--- config.mk ---
export PLATFORM = sky130hd
export DESIGN_NAME = instr_mem_loader
export DESIGN_NICKNAME = d
export VERILOG_FILES = /design/src/rtl/instr_mem_loader_pkg.sv /design/src/rtl/instr_mem_loader_byte_packer.sv /design/src/rtl/instr_mem_loader.sv
export SDC_FILE = /design/constraint.sdc
export NUM_CORES = 1
export LEC_CHECK = 0
export CAP_MARGIN = 20
export CELL_PAD_IN_SITES_DETAIL_PLACEMENT = 1
export CELL_PAD_IN_SITES_GLOBAL_PLACEMENT = 1
export CORE_MARGIN = 2
export CORE_UTILIZATION = 35
export DETAILED_ROUTE_END_ITERATION = 6
export GPL_TIMING_DRIVEN = 0
export HOLD_SLACK_MARGIN = 0.05
export PLACE_DENSITY = 0.85
export SETUP_SLACK_MARGIN = 0.4
export SLEW_MARGIN = 20
export SYNTH_ARGS = -nofsm -noshare
export SYNTH_HDL_FRONTEND = slang
export SYNTH_SLANG_ARGS = --single-unit
--- constraint.sdc ---
create_clock -name clk -period 2.5 [get_ports clk]
set_clock_uncertainty 0.05 [all_clocks]
set_input_delay 0.5 -clock clk [delete_from_list [all_inputs] [get_ports clk]]
set_output_delay 0.5 -clock clk [all_outputs]
set_load 0.1 [all_outputs]
--- src/rtl/instr_mem_loader_pkg.sv ---
// Shared instruction-memory constants and loader state encodings.
// instr_mem uses the same IMEM_DEPTH, so the loader's overflow bound always tracks the real array.
package instr_mem_loader_pkg;

  localparam int IMEM_DEPTH      = 1024;
  localparam int IMEM_WORD_BYTES = 4;

  typedef enum logic [1:0] {
    LD_IDLE  = 2'd0,
    LD_LOAD  = 2'd1,
    LD_FLUSH = 2'd2,
    LD_DONE  = 2'd3
  } ld_state_e;

  // Drop one stream byte into its little-endian lane of a 32-bit word.
  function automatic logic [31:0] put_byte(input logic [31:0] word,
                                           input logic [1:0]  lane,
                                           input logic [7:0]  data);
    logic [31:0] res;
    res = word;
    res[{lane, 3'b000} +: 8] = data;
    return res;
  endfunction

endpackage

--- src/rtl/instr_mem_loader_byte_packer.sv ---
// Lane counter and word assembler: emits a packed word combinationally on the byte that completes it.
// A word completes on lane 3 or on last; unfilled upper lanes stay zero because the buffer clears after each word.
module instr_mem_loader_byte_packer
  import instr_mem_loader_pkg::*;
(
  input  logic        clk,
  input  logic        reset,
  input  logic        clear,
  input  logic        take,
  input  logic [7:0]  byte_dat,
  input  logic        last,
  output logic        word_vld,
  output logic        flush,
  output logic [31:0] word_dat
);

  logic [1:0]  lane_q, lane_d;
  logic [31:0] buf_q, buf_d;
  logic [31:0] assembled;

  always_comb begin
    assembled = put_byte(buf_q, lane_q, byte_dat);
    word_vld  = take && ((lane_q == 2'd3) || last);
    flush     = take && last;
    word_dat  = assembled;
    lane_d    = lane_q;
    buf_d     = buf_q;
    if (clear) begin
      lane_d = '0;
      buf_d  = '0;
    end else if (word_vld) begin
      lane_d = '0;
      buf_d  = '0;
    end else if (take) begin
      lane_d = lane_q + 2'd1;
      buf_d  = assembled;
    end
  end

  always_ff @(posedge clk) begin
    if (!reset) begin
      lane_q <= '0;
      buf_q  <= '0;
    end else begin
      lane_q <= lane_d;
      buf_q  <= buf_d;
    end
  end

endmodule

--- src/rtl/instr_mem_loader.sv ---
// Byte-stream image loader for instr_mem: packs bytes into words, writes them 1 cycle after the completing byte.
// Holds the core via cpu_hold while loading; optional checksum output under LOADER_CHECKSUM_EN.
module instr_mem_loader
  import instr_mem_loader_pkg::*;
#(
  parameter int DEPTH      = IMEM_DEPTH,
  parameter int ADDR_WIDTH = 32,
  parameter int CNT_WIDTH  = 11
) (
  input  logic                  clk,
  input  logic                  reset,
  input  logic                  start,
  input  logic [ADDR_WIDTH-1:0] base_addr,
  input  logic                  byte_valid,
  input  logic [7:0]            byte_data,
  input  logic                  last,
  output logic                  byte_ready,
  output logic                  mem_we,
  output logic [ADDR_WIDTH-1:0] mem_addr,
  output logic [31:0]           mem_wdata,
  output logic                  busy,
  output logic                  done,
  output logic                  cpu_hold,
  output logic [CNT_WIDTH-1:0]  word_count,
  output logic                  err_overflow
`ifdef LOADER_CHECKSUM_EN
  ,
  output logic [31:0]           checksum
`endif
);

  localparam int IW = ADDR_WIDTH - 2;

  ld_state_e             state_q, state_d;
  logic [ADDR_WIDTH-1:0] base_q, base_d;
  logic [ADDR_WIDTH-1:0] mem_addr_q, mem_addr_d;
  logic [31:0]           mem_wdata_q, mem_wdata_d;
  logic                  mem_we_q, mem_we_d;
  logic [CNT_WIDTH-1:0]  word_count_q, word_count_d;
  logic                  err_q, err_d;

  logic                  take;
  logic                  start_ok;
  logic                  pk_word_vld;
  logic                  pk_flush;
  logic [31:0]           pk_word_dat;
  logic [IW-1:0]         word_idx;
  logic                  word_oob;

  assign byte_ready = (state_q == LD_LOAD);
  assign take       = byte_valid && byte_ready;
  assign start_ok   = start && ((state_q == LD_IDLE) || (state_q == LD_DONE));

  instr_mem_loader_byte_packer u_packer (
    .clk      (clk),
    .reset    (reset),
    .clear    (start_ok),
    .take     (take),
    .byte_dat (byte_data),
    .last     (last),
    .word_vld (pk_word_vld),
    .flush    (pk_flush),
    .word_dat (pk_word_dat)
  );

  // Index of the word being completed; wraps with the address space like mem_addr does.
  assign word_idx = base_q[ADDR_WIDTH-1:2] + IW'(word_count_q);
  assign word_oob = (64'(word_idx) >= 64'(DEPTH));

  always_comb begin
    state_d = state_q;
    unique case (state_q)
      LD_IDLE:  if (start_ok) state_d = LD_LOAD;
      LD_LOAD:  if (pk_flush) state_d = LD_FLUSH;
      LD_FLUSH: state_d = LD_DONE;
      LD_DONE:  state_d = start_ok ? LD_LOAD : LD_IDLE;
      default:  state_d = LD_IDLE;
    endcase
  end

  always_comb begin
    base_d       = base_q;
    mem_addr_d   = mem_addr_q;
    mem_wdata_d  = mem_wdata_q;
    mem_we_d     = 1'b0;
    word_count_d = word_count_q;
    err_d        = err_q;
    if (start_ok) begin
      base_d       = base_addr & ~ADDR_WIDTH'(3);
      word_count_d = '0;
      err_d        = 1'b0;
    end
    // Out-of-range words still count and still consume their bytes so the stream drains.
    if (pk_word_vld) begin
      mem_wdata_d = pk_word_dat;
      mem_addr_d  = base_q + ADDR_WIDTH'(word_count_q) * ADDR_WIDTH'(IMEM_WORD_BYTES);
      mem_we_d    = !word_oob;
      if (word_oob) begin
        err_d = 1'b1;
      end
      if (word_count_q != '1) begin
        word_count_d = word_count_q + 1'b1;
      end
    end
  end

  always_ff @(posedge clk) begin
    if (!reset) begin
      state_q      <= LD_IDLE;
      base_q       <= '0;
      mem_addr_q   <= '0;
      mem_wdata_q  <= '0;
      mem_we_q     <= 1'b0;
      word_count_q <= '0;
      err_q        <= 1'b0;
    end else begin
      state_q      <= state_d;
      base_q       <= base_d;
      mem_addr_q   <= mem_addr_d;
      mem_wdata_q  <= mem_wdata_d;
      mem_we_q     <= mem_we_d;
      word_count_q <= word_count_d;
      err_q        <= err_d;
    end
  end

`ifdef LOADER_CHECKSUM_EN
  logic [31:0] checksum_q, checksum_d;

  always_comb begin
    checksum_d = checksum_q;
    if (start_ok) begin
      checksum_d = '0;
    end else if (pk_word_vld) begin
      checksum_d = checksum_q + pk_word_dat;
    end
  end

  always_ff @(posedge clk) begin
    if (!reset) begin
      checksum_q <= '0;
    end else begin
      checksum_q <= checksum_d;
    end
  end

  assign checksum = checksum_q;
`endif

  assign mem_we       = mem_we_q;
  assign mem_addr     = mem_addr_q;
  assign mem_wdata    = mem_wdata_q;
  assign word_count   = word_count_q;
  assign err_overflow = err_q;
  assign busy         = (state_q == LD_LOAD) || (state_q == LD_FLUSH);
  assign cpu_hold     = busy;
  assign done         = (state_q == LD_DONE);

endmodule

==> impl_metrics.json <==
{
  "status": "complete, but fails checks",
  "failed_checks": "negative setup slack",
  "reg2reg_depth": 9,
  "avgRoutedWirePerCell_um": 22.1,
  "synth_top_cells_by_count": "sky130_fd_sc_hd__dfxtp_1 (141), sky130_fd_sc_hd__nor2_1 (108), sky130_fd_sc_hd__nand2_1 (104)",
  "total_standard_cell_area_after_synthesis_mm2": 0.00672,
  "grt_first_pass_wirelength_um": 38100,
  "detailroute.via_count": 7064,
  "final_stage_net_count": 1055,
  "highest_achievable_clock_rate_mhz": 343,
  "worstHoldPathType": "in -> reg",
  "max-cap-violations": 0,
  "gpl.final_weighted_congestion": 0.882,
  "data_required_time_of_the_critical_path_ps": 2840,
  "regArea_mm2": 0.00288,
  "cts.reportedPaths.clkPinSlew_ps": 60,
  "worstSetupPathType": "reg -> reg",
  "final-max-slew-violation-count": 0,
  "antenna_found_initial": 0,
  "antennaDiodeCount": 0,
  "synthTopCellsByArea": "sky130_fd_sc_hd__dfxtp_1 (42%), sky130_fd_sc_hd__a211oi_1 (7.5%), sky130_fd_sc_hd__a21oi_1 (6.4%)",
  "dr.first_iter.drc_count": 588,
  "die_h_um": 143,
  "regToRegStartpoint": "base_q[15]",
  "ys_types": 68,
  "crit_fanout": 7,
  "core.rowCount": 50,
  "detailedPlacementHpwl_um": 16400,
  "netlist.area_leader.share": 0.420,
  "io-pin-count": 126,
  "rr_endpoint": "mem_we",
  "totalNegativeSetupSlack_ps": -995,
  "worst_vdd_ir_uv": 566,
  "worst_slew_margin_rel": 0.523,
  "timing.critical_path.from": "base_q[15]",
  "worst-r2r-setup-slack_ps": -420,
  "max_slew.worst_pin.slew_ps": 716,
  "floorplan.initialDensity": 0.358,
  "synth-warning-count": 0,
  "power_per_cell_area_mw_per_mm2": 967,
  "yosysMostFrequentCell": "sky130_fd_sc_hd__dfxtp_1",
  "final_hold_viols": 0,
  "period_minus_slack_ps": 2920,
  "core_mm2": 0.0188,
  "critical_path_arrival_ps": 3250,
  "postSynth.asyncResetShare": 0,
  "synth-seq-area-share": 0.420,
  "setup_ws_ps": -416,
  "cts-root-buf": "sky130_fd_sc_hd__clkbuf_16",
  "clock_latency_of_the_later_clocked_register_in_the_worst_skew_pair_ps": 450,
  "drt.antenna.violating_nets": 0,
  "chipWidth_um": 143,
  "synth_simple_gate_area_share": 0.217,
  "htree_num_levels": 4,
  "count_of_flip_flops_with_a_built_in_enable_after_synthesis": 0,
  "detailedRoute.firstPassIterationCount": 5,
  "synth_top_flop_cell": "sky130_fd_sc_hd__dfxtp_1",
  "post_synth_fa_ha_maj_area_fraction": 0.0421,
  "cts_num_sinks": 141,
  "floorplan.die_area_mm2": 0.0203,
  "synth.area.mux_share": 0.00447,
  "critical_path.endpoint_type": "flip-flop",
  "total_wirelength_of_the_detailed_routed_design_um": 27300,
  "multiInputGateArea_mm2": 0.00427,
  "finalSetupViolCount": 5,
  "post_drt_via_cell_ratio": 5.72,
  "post-route-period-util": 1.17,
  "post-route-drc-count": 0,
  "crit_path_end": "mem_we",
  "gr-usage-all-layers": 0.241,
  "synth_area_in_compound_gates": 0.226,
  "clock_tree_from_tritoncts": "built",
  "setup_crit_start_kind": "flip-flop",
  "cts_buffer_depth": 2,
  "number_of_cts_inserted_buffers": 17,
  "overflow": 0,
  "dpl-instance-area_mm2": 0.00847,
  "netlist_instances": 811,
  "areaGrowthSynthToFinish_pct": 49.8,
  "largest_net_degree_at_the_start_of_global_routing": 17,
  "synth.ff_latch_count": 141,
  "power.leakage_nw": 3.49,
  "synthXorXnorAreaFrac": 0.0417,
  "avgSynthCellArea_um2": 8.29,
  "final_layout_size_suffix_gt1_frac": 0.300,
  "buffer_ports.inserted": 120,
  "number_of_global_route_vias_before_repair": 7046,
  "synth_top_family_by_area": "compound AO/OA/AOI/OAI gates",
  "netlist.top_cell.by_area": "sky130_fd_sc_hd__dfxtp_1",
  "final_design_area_no_fill_mm2": 0.0101,
  "grt_setup_unrepaired": "true",
  "n_fill_cell": 2140
}
[worst max-delay path: stages (launching register included)]
cell and delay (ps):
sky130_fd_sc_hd__dfxtp_1 300, sky130_fd_sc_hd__clkbuf_2 260, sky130_fd_sc_hd__nand4_4 220, sky130_fd_sc_hd__or3_1 500
sky130_fd_sc_hd__a211oi_1 350, sky130_fd_sc_hd__nor2_1 130, sky130_fd_sc_hd__nor3_1 320, sky130_fd_sc_hd__nand4b_1 200
sky130_fd_sc_hd__nor4_4 300, sky130_fd_sc_hd__and3_1 210
[metrics by stage]
stage | worst slack [ps] | util | hold slack, ps | total power, mW | instances
2_1_floorplan | -162 | - | 390 | 5.64 | 812
3_3_place_gp | -317 | 0.451 | 398 | 6.49 | 1166
3_5_place_dp | -343 | 0.451 | 412 | 6.58 | 1166
4_1_cts | -160 | 0.506 | 264 | 9.41 | 1216
5_1_grt | -462 | 0.537 | 281 | 10.1 | 1234
6_report | -416 | 0.537 | 284 | 9.74 | 1234
[state kept, by name, summed over array words and instances (netlist names)]
signal	flops
mem_addr	30
u_packer.lane_q	2
u_packer.buf_q	32
base_q	30
err_overflow	1
mem_we	1
mem_wdata	32
word_count	11
state_q	2
[area by class of cell]
type / count / area share
plain buffers: 56 / 0.0329
clock inverters: 10 / 0.0135
flip-flops and latches: 141 / 0.286
repair buffers: 157 / 0.161
clock buffers: 21 / 0.0478
well taps: 234 / 0.0291
inverters: 13 / 0.00559
multi-input cells: 602 / 0.424
[logic make-up after synthesis]
family                     after synthesis
and+or+nand+nor                        318
other                                    1
DFF                                    141
AOI/OAI and AO/OA                      225
buffers and inverters                   69
muxes                                    3
adders and majority gates               22
xor gates and xnor gates                32
[report_power, final]
part	internal [mW]	switching (mW)
sequential	2.59	0.321
clock	1.67	1.02
combinational	1.27	2.86
total	5.53	4.21
[worst min path at each step]
stage	startpoint	cells after the start	slack [ps]	endpoint
after floorplan	base_q[4]	2	390	base_q[4]
final	reset	2	280	mem_addr[23]
after CTS	reset	2	260	mem_addr[23]
after detailed placement	mem_addr[8]	2	410	mem_addr[8]
after global routing	reset	2	280	mem_addr[23]
after global placement	mem_addr[7]	2	400	mem_addr[7]
[cells in the final DEF (no fill, tap or decap), drive strengths merged, types with 19 or more instances in the layout]
| cell | Yosys | routed |
|---|---|---|
| nand2 | 106 | 106 |
| nor2 | 108 | 108 |
| buf | 17 | 58 |
| clkdlybuf4s50 | 0 | 40 |
| a21oi | 88 | 88 |
| a211oi | 67 | 67 |
| clkbuf | 39 | 60 |
| ha | 21 | 21 |
| nor3 | 19 | 19 |
| dfxtp | 141 | 141 |
| nor2b | 28 | 28 |
| clkdlybuf4s15 | 0 | 75 |
[routing by layer]
metal  wire length, µm  vias up  track usage  share of wire
li1                  -     3222            -              -
met1             11000     3485        0.290           0.40
met2             13600      265        0.435           0.50
met3              1300       92       0.0468          0.048
met4              1420        0       0.0740          0.052
met5                 0        -            0              0
[repair_timing]
| item | CTS | global route |
|---|---|---|
| pin swaps | 17 | 30 |
| setup buffers | 19 | 18 |
| endpoints found under the setup margin | 213 | 116 |
| resized for setup | 302 | 91 |
| hold buffers | 0 | 0 |
(Power assumes the default switching activity.)
